### src/rtl/ws2812_rx.sv
// WS2812 line receiver: decodes GRB bit stream into RGB888 words per LED.
// Optional pulse-width checking is compiled in with WS2812_RX_ERRCHK_EN.
module ws2812_rx #(
  parameter int unsigned DEPTH  = 24,
  parameter logic [31:0] CLKHZ  = 32'd50_000_000,
  parameter int unsigned WS_NUM = 7
) (
  input  logic             clk,
  input  logic             rst_n,
  input  logic             data_in,
  output logic             pix_valid,
  output logic [31:0]      pix_index,
  output logic [DEPTH-1:0] pix_rgb,
  output logic             frame_done,
  output logic [31:0]      frame_words,
  output logic             err
);

  localparam logic [31:0] NS       = 32'd1_000_000_000 / CLKHZ;
  localparam logic [31:0] TIME_BIT = 32'd525 / NS;
  localparam logic [31:0] TIME_RES = 32'd50_000 / NS;
`ifdef WS2812_RX_ERRCHK_EN
  localparam logic [31:0] TIME_HMIN = 32'd100 / NS;
  localparam logic [31:0] TIME_HMAX = 32'd1500 / NS;
`endif
  localparam int unsigned BW = $clog2(DEPTH + 1);
  localparam logic [BW-1:0] DEPTH_C = BW'(DEPTH);
  localparam logic [31:0] WS_NUM_C = 32'(WS_NUM);

  typedef enum logic [1:0] {
    ST_SYNC,
    ST_LOW,
    ST_HIGH
  } state_t;

  state_t state, state_d;

  logic s1, s2, s3;
  logic din_s, rise, fall, edge_s;
  logic [31:0] cnt_pulse;
  logic [BW-1:0] bit_cnt;
  logic [DEPTH-1:0] shreg;
  logic [31:0] word_cnt;
  logic do_bit, do_gap, bad, bit_val;

  assign din_s  = s2;
  assign rise   = din_s & ~s3;
  assign fall   = ~din_s & s3;
  assign edge_s = rise | fall;
  assign bit_val = (cnt_pulse >= TIME_BIT - 32'd1);

  always_ff @(posedge clk or negedge rst_n) begin
    if (!rst_n) begin
      s1 <= 1'b0;
      s2 <= 1'b0;
      s3 <= 1'b0;
    end else begin
      s1 <= data_in;
      s2 <= s1;
      s3 <= s2;
    end
  end

  always_ff @(posedge clk or negedge rst_n) begin
    if (!rst_n) begin
      cnt_pulse <= '0;
    end else if (edge_s) begin
      cnt_pulse <= '0;
    end else if (cnt_pulse < TIME_RES) begin
      cnt_pulse <= cnt_pulse + 32'd1;
    end
  end

  always_ff @(posedge clk or negedge rst_n) begin
    if (!rst_n) state <= ST_SYNC;
    else        state <= state_d;
  end

  always_comb begin
    state_d = state;
    do_bit  = 1'b0;
    do_gap  = 1'b0;
    bad     = 1'b0;
    unique case (state)
      ST_SYNC: begin
        if (!din_s && !edge_s && cnt_pulse >= TIME_RES - 32'd1)
          state_d = ST_LOW;
      end
      ST_LOW: begin
        if (rise) begin
          state_d = ST_HIGH;
        end else if (cnt_pulse == TIME_RES - 32'd1 &&
                     (word_cnt != '0 || bit_cnt != '0)) begin
          do_gap = 1'b1;
        end
      end
      ST_HIGH: begin
        if (fall) begin
          state_d = ST_LOW;
`ifdef WS2812_RX_ERRCHK_EN
          if (cnt_pulse < TIME_HMIN - 32'd1 ||
              cnt_pulse > TIME_HMAX - 32'd1)
            bad = 1'b1;
          else
            do_bit = 1'b1;
`else
          do_bit = 1'b1;
`endif
        end
      end
      default: state_d = ST_SYNC;
    endcase
  end

  // Completed word is emitted the cycle after its last bit is shifted in.
  always_ff @(posedge clk or negedge rst_n) begin
    if (!rst_n) begin
      pix_valid   <= 1'b0;
      pix_index   <= '0;
      pix_rgb     <= '0;
      frame_done  <= 1'b0;
      frame_words <= '0;
      err         <= 1'b0;
      bit_cnt     <= '0;
      shreg       <= '0;
      word_cnt    <= '0;
    end else begin
      pix_valid  <= 1'b0;
      frame_done <= 1'b0;
      err        <= 1'b0;
      if (do_gap) begin
        frame_done  <= 1'b1;
        frame_words <= word_cnt;
        word_cnt    <= '0;
        bit_cnt     <= '0;
        shreg       <= '0;
      end else if (bit_cnt == DEPTH_C) begin
        pix_rgb   <= {shreg[15:8], shreg[23:16], shreg[7:0]};
        pix_index <= word_cnt;
        pix_valid <= (word_cnt < WS_NUM_C);
        if (word_cnt != '1) word_cnt <= word_cnt + 32'd1;
        bit_cnt <= '0;
      end else if (do_bit) begin
        shreg   <= {shreg[DEPTH-2:0], bit_val};
        bit_cnt <= bit_cnt + BW'(1);
      end else if (bad) begin
        err     <= 1'b1;
        bit_cnt <= '0;
      end
    end
  end

endmodule

### config.mk
export PLATFORM = sky130hd
export DESIGN_NAME = ws2812_rx
export DESIGN_NICKNAME = d
export VERILOG_FILES = /design/src/rtl/ws2812_rx.sv
export SDC_FILE = /design/constraint.sdc
export NUM_CORES = 1
export LEC_CHECK = 0
export CORE_MARGIN = 8
export CORE_UTILIZATION = 50
export DETAILED_ROUTE_END_ITERATION = 12
export DONT_BUFFER_PORTS = 1
export SLEW_MARGIN = 15
export SYNTH_ARGS = -nofsm -noshare
export SYNTH_HDL_FRONTEND = slang
export SYNTH_SLANG_ARGS = --single-unit
export TNS_END_PERCENT = 10
### constraint.sdc
create_clock -name clk -period 3.15 [get_ports clk]
set_clock_uncertainty 0.2 [all_clocks]
set_input_delay 0.63 -clock clk [delete_from_list [all_inputs] [get_ports clk]]
set_output_delay 0.63 -clock clk [all_outputs]
set_load 0.05 [all_outputs]
Word-level counts from Yosys, hierarchy flattened
Cells that the tools add are included.
W data, S select, Z words.
- output and inout port bits: 91
- flip-flop bits (word level): 188
- input bits: 3
- logic and storage cells: 76
- equality and inequality tests: 9
- mux-type cells: 23
- reductions and logical operators: 18
- $add $sub $neg: 3
- $lt $le $gt $ge: 4
- bitwise logic cells: 6
- operators by type and width (kind ; number):
    $mux W32 ; 5
    $mux W24 ; 3
    $add A32 B1 Y32 const B ; 2
    $eq A32 B12 Y1 const B ; 1
    $ge A32 B12 Y1 const B ; 1
    $ge A32 B5 Y1 const B ; 1
    $lt A32 B12 Y1 const B ; 1
    $lt A32 B3 Y1 const B ; 1
    $ne A32 B32 Y1 const B ; 1
    $reduce_bool A32 Y1 ; 1
    $mux W5 ; 3
    $mux W1 ; 8
    $ne A2 B2 Y1 const B ; 4
    $reduce_bool A2 Y1 ; 4
    $mux W2 ; 3
    $pmux W2 S3 ; 1
    $reduce_and A2 Y1 ; 3
    $add A5 B1 Y5 const B ; 1
    $eq A5 B5 Y1 const B ; 1
    $reduce_bool A5 Y1 ; 1
    $logic_and A1 B1 Y1 ; 3
    $not A1 Y1 ; 3
    $reduce_and A3 Y1 ; 1
    $reduce_bool A3 Y1 ; 1
    7 further kinds ; 9

Depth between registers and ports, before layout
- depth in word-level cells: 8
- depth in mapped cells: 9
- gate-level depth less buffers: 7

Worst setup path after synthesis
Ideal clock, no wire load.
- kind: register -> register
- start: register s3
- end: register pix_index[10]
- arrival time: 2.267 ns
- stages on the path, launching flop included: 9
- required time: 2.825 ns
- setup slack: 0.558 ns
- path buffers: 2
- clock period less this slack: 2.592 ns
- setup time: 0.125 ns
- cells stage by stage: dfrtp_1 inv_1 ha_1 or3b_1 or4_1 and2_4 buf_6 buf_6 mux2_4
- longest elaborated chain between the ends: 6
- ends and longest elaborated chain (element ; line ; RTL):
    start, declared ; 38 ; logic s1, s2, s3;
    start signal, assigned ; 56 ; s3 <= 1'b0;
    start signal, assigned ; 60 ; s3 <= s2;
    $not A1 Y1 ; 47 ; assign rise = din_s & ~s3;
    $and A1 B1 Y1 ; 47 ;
    $mux W1 ; 90 ; if (rise) begin
    $mux W1 ; 84 ; unique case (state)
    $not A1 Y1 (no source line) ; - ;
    $reduce_and A2 Y1 (no source line) ; - ;
    end signal, assigned ; 139 ; pix_index <= word_cnt;
    end, declared ; 12 ; output logic [31:0] pix_index,
No other way between the ends.
A chain may end at the register's enable or synchronous reset.

Worst setup path after layout
- start: register s3
- end: register pix_index[21]
Same word-level chain as after synthesis.

==> flow_summary.json <==
{
  "status": "finished, violations left",
  "violations": "hold timing",
  "cts_tree": "done",
  "fin_hold_ws_ns": -0.3033,
  "yosysUniqueCellTypes": 49,
  "place_area_um2": 8472,
  "ys_seq_area_frac": 0.5657,
  "htreeDepth": 4,
  "power.density_nw_per_um2": 525.1,
  "synthTopCellsByArea": "dfrtp_1 (57%), mux2_2 (7.7%), mux2_4 (5.2%)",
  "synthesis.nets": 696,
  "final_max_slew_viol_count": 0,
  "p_seq_frac": 0.508,
  "power_frac_clock": 0.482,
  "drive_gt1_frac": 0.2018,
  "dr.pass1.iters": 4,
  "insertedDiodeCount": 0,
  "cts_root_buf": "clkbuf_16",
  "die_w_um": 145.0,
  "dp_hpwl_um": 10700,
  "antenna_found_initial": 0,
  "final.setup.tns_ns": 0,
  "netlist_instances": 683,
  "critical_path_peak_fanout": 57,
  "synth_edf_count": 0,
  "synth.top_cell.area_share": 0.5657,
  "drtIter0Drc": 462,
  "grt_max_degree": 189,
  "start_util": 0.5069,
  "rr_worst_depth": 6,
  "crit_required_ns": 3.26,
  "fin_nets": 679,
  "grt_pass1_wl_um": 28280,
  "dp.cells": 867,
  "vias": 5193,
  "period_needed_ns": 2.841,
  "hold_viol": 188,
  "synth_top_cell_by_area": "dfrtp_1",
  "ios": 94,
  "finalCritPeriodShare": 0.9019,
  "max_slew_margin": 0.3457,
  "switchingPower_uw": 959.5,
  "start_kind": "flip-flop",
  "sw_frac_of_total": 0.2005,
  "portBuffers": 0,
  "drv_cap": 0,
  "setup_viol": 0,
  "hold_class": "input pin to async pin",
  "worstPathArrival_ns": 2.95,
  "ys_seq_elements": 188,
  "die_h_um": 145.0,
  "worst_pin_slew_ns": 0.9814,
  "post_drt_wl_per_cell_um": 18.47,
  "drc_errors": 0,
  "die_area_um2": 21020,
  "comb_power_share": 0.010,
  "intPower_uw": 3825,
  "cts_made_buffers": 17,
  "syn_area_um2": 8317,
  "clk_latency_ns": 0.43,
  "ir_drop_uv": 391.8,
  "place_congestion": 0.8267,
  "ctsResizeCount": 0,
  "vias_per_cell": 5.776,
  "cts_setup_buffers": 0,
  "cts_buffer_depth": 2,
  "timing.fmax_mhz": 352.0,
  "crit_path_end_kind": "flip-flop",
  "criticalPathCategory": "flip-flop to flip-flop",
  "synth_flop_cell": "dfrtp_1",
  "synth_warnings": 0,
  "core_region_area_um2": 16410,
  "final_area_um2": 9112,
  "avgSynthCellArea_um2": 12.18,
  "grt_overflow_total": 0,
  "grt_pass1_vias": 5297,
  "finalWirelength_um": 16600,
  "fin_cells": 899,
  "leakage_uw": 0.004181,
  "ant_nets": 0,
  "async_reset_ff_frac": 1.000,
  "rsz0062_at_grt": "false",
  "clkSinkCount": 188,
  "area_growth_pct": 9.568,
  "clk_pin_slew_worst_paths_ns": 0.07,
  "rows": 47,
  "track_usage": 0.1621
}
-- final cells by class --
class	count	area, µm²
Clock buffer	21	460.4
Timing Repair Buffer	9	92.59
Inverter	11	41.29
Sequential cell	188	4705
Clock inverter	11	180.2
Tap cell	220	275.3
Multi-Input combinational cell	439	3358
Fill cell	1364	7295
-- stage by stage --
stage	utilization	total power, µW	worst slack (ns)	hold slack, ns
after floorplan	-	2515	0.5580	0.1312
after global placement	0.5164	2521	0.3692	0.1430
after detailed placement	0.5164	2524	0.3084	0.1420
after CTS	0.5554	4844	0.3006	-0.3178
after global routing	0.5554	4942	0.1892	-0.3273
final	0.5554	4785	0.3091	-0.3033
-- power groups by stage --
| stage | Clock (µW) | Combinational (µW) | Sequential (µW) |
|---|---|---|---|
| 2_1_floorplan | 0 | 39.8 | 2470 |
| 3_3_place_gp | 0 | 44.9 | 2480 |
| 3_5_place_dp | 0 | 48.1 | 2480 |
| 4_1_cts | 2370 | 48.3 | 2430 |
| 5_1_grt | 2460 | 54.6 | 2430 |
| 6_report | 2310 | 47.5 | 2430 |
-- cells in the mapped netlist (18+ instances only) --
library cell	n
mux2_2	57
nand2_1	22
mux2i_1	26
clkbuf_1	21
mux2_4	29
or3_1	18
o21ai_0	21
nor2b_1	20
a21oi_1	25
nor4_1	18
buf_2	18
dfrtp_1	188
nand4_1	27
nor2_1	55
-- cells by family after synthesis --
group,after synthesis,synth area share
AOI/OAI and AO/OA,71,0.05416
xor gates and xnor gates,19,0.02001
adders and majority gates,10,0.01504
buffers and inverters,56,0.03220
DFF,188,0.5657
muxes,114,0.1635
other,1,0.0004509
and+or+nand+nor,224,0.1489
-- final timing paths --
check | start | endpoint | slack [ns]
min in group clk | data_in | s1 | 0.03
hold reg to reg | s1 | din_s | 0.17
hold / removal | rst_n | pix_index[21] | -0.30
setup / recovery | s3 | pix_index[21] | 0.31
setup reg to reg | s3 | pix_index[21] | 0.31
max in group asynchronous | rst_n | word_cnt[6] | 2.75
-- layer usage --
metal | global-route usage | vias to the layer above | part of all wire
met5 | 0 | - | 0
met4 | 0.06155 | 0 | 0.019
met3 | 0.05193 | 27 | 0.056
met2 | 0.2640 | 115 | 0.48
met1 | 0.1973 | 2630 | 0.44
li1 | - | 2421 | -
-- worst max-delay path, cell delays in order (launching register included) --
cell	delay (ns)
dfrtp_1	0.35
inv_1	0.06
ha_1	0.20
or3b_1	0.44
or4_1	0.58
and2_4	0.47
mux2_4	0.41
-- state kept, by name, indices dropped and copies added, names as in the netlist --
name         flops
frame_words     32
pix_rgb         24
din_s            1
frame_done       1
word_cnt        32
bit_cnt          5
pix_valid        1
s1               1
state            2
s3               1
pix_index       32
shreg           24
cnt_pulse       32
-- layout by cell type (no fill, tap or decap), drive strengths merged, types with 2 or more instances in the layout --
cell,instances
dfrtp,188
mux2,88
nor2,55
nand4,27
mux2i,26
a21oi,25
nand2,22
o21ai,21
clkbuf,21
nor2b,20
nor4,20
or3,18
xnor2,16
nand3,15
inv,15
and3,10
ha,10
buf,9
nor3,8
a311oi,8
or4,6
and4,6
nand3b,5
a31o,4
a2111oi,4
o31ai,4
bufinv,4
nand2b,3
xor2,3
clkinv,3
and2,2
(Power assumes the default switching activity.)
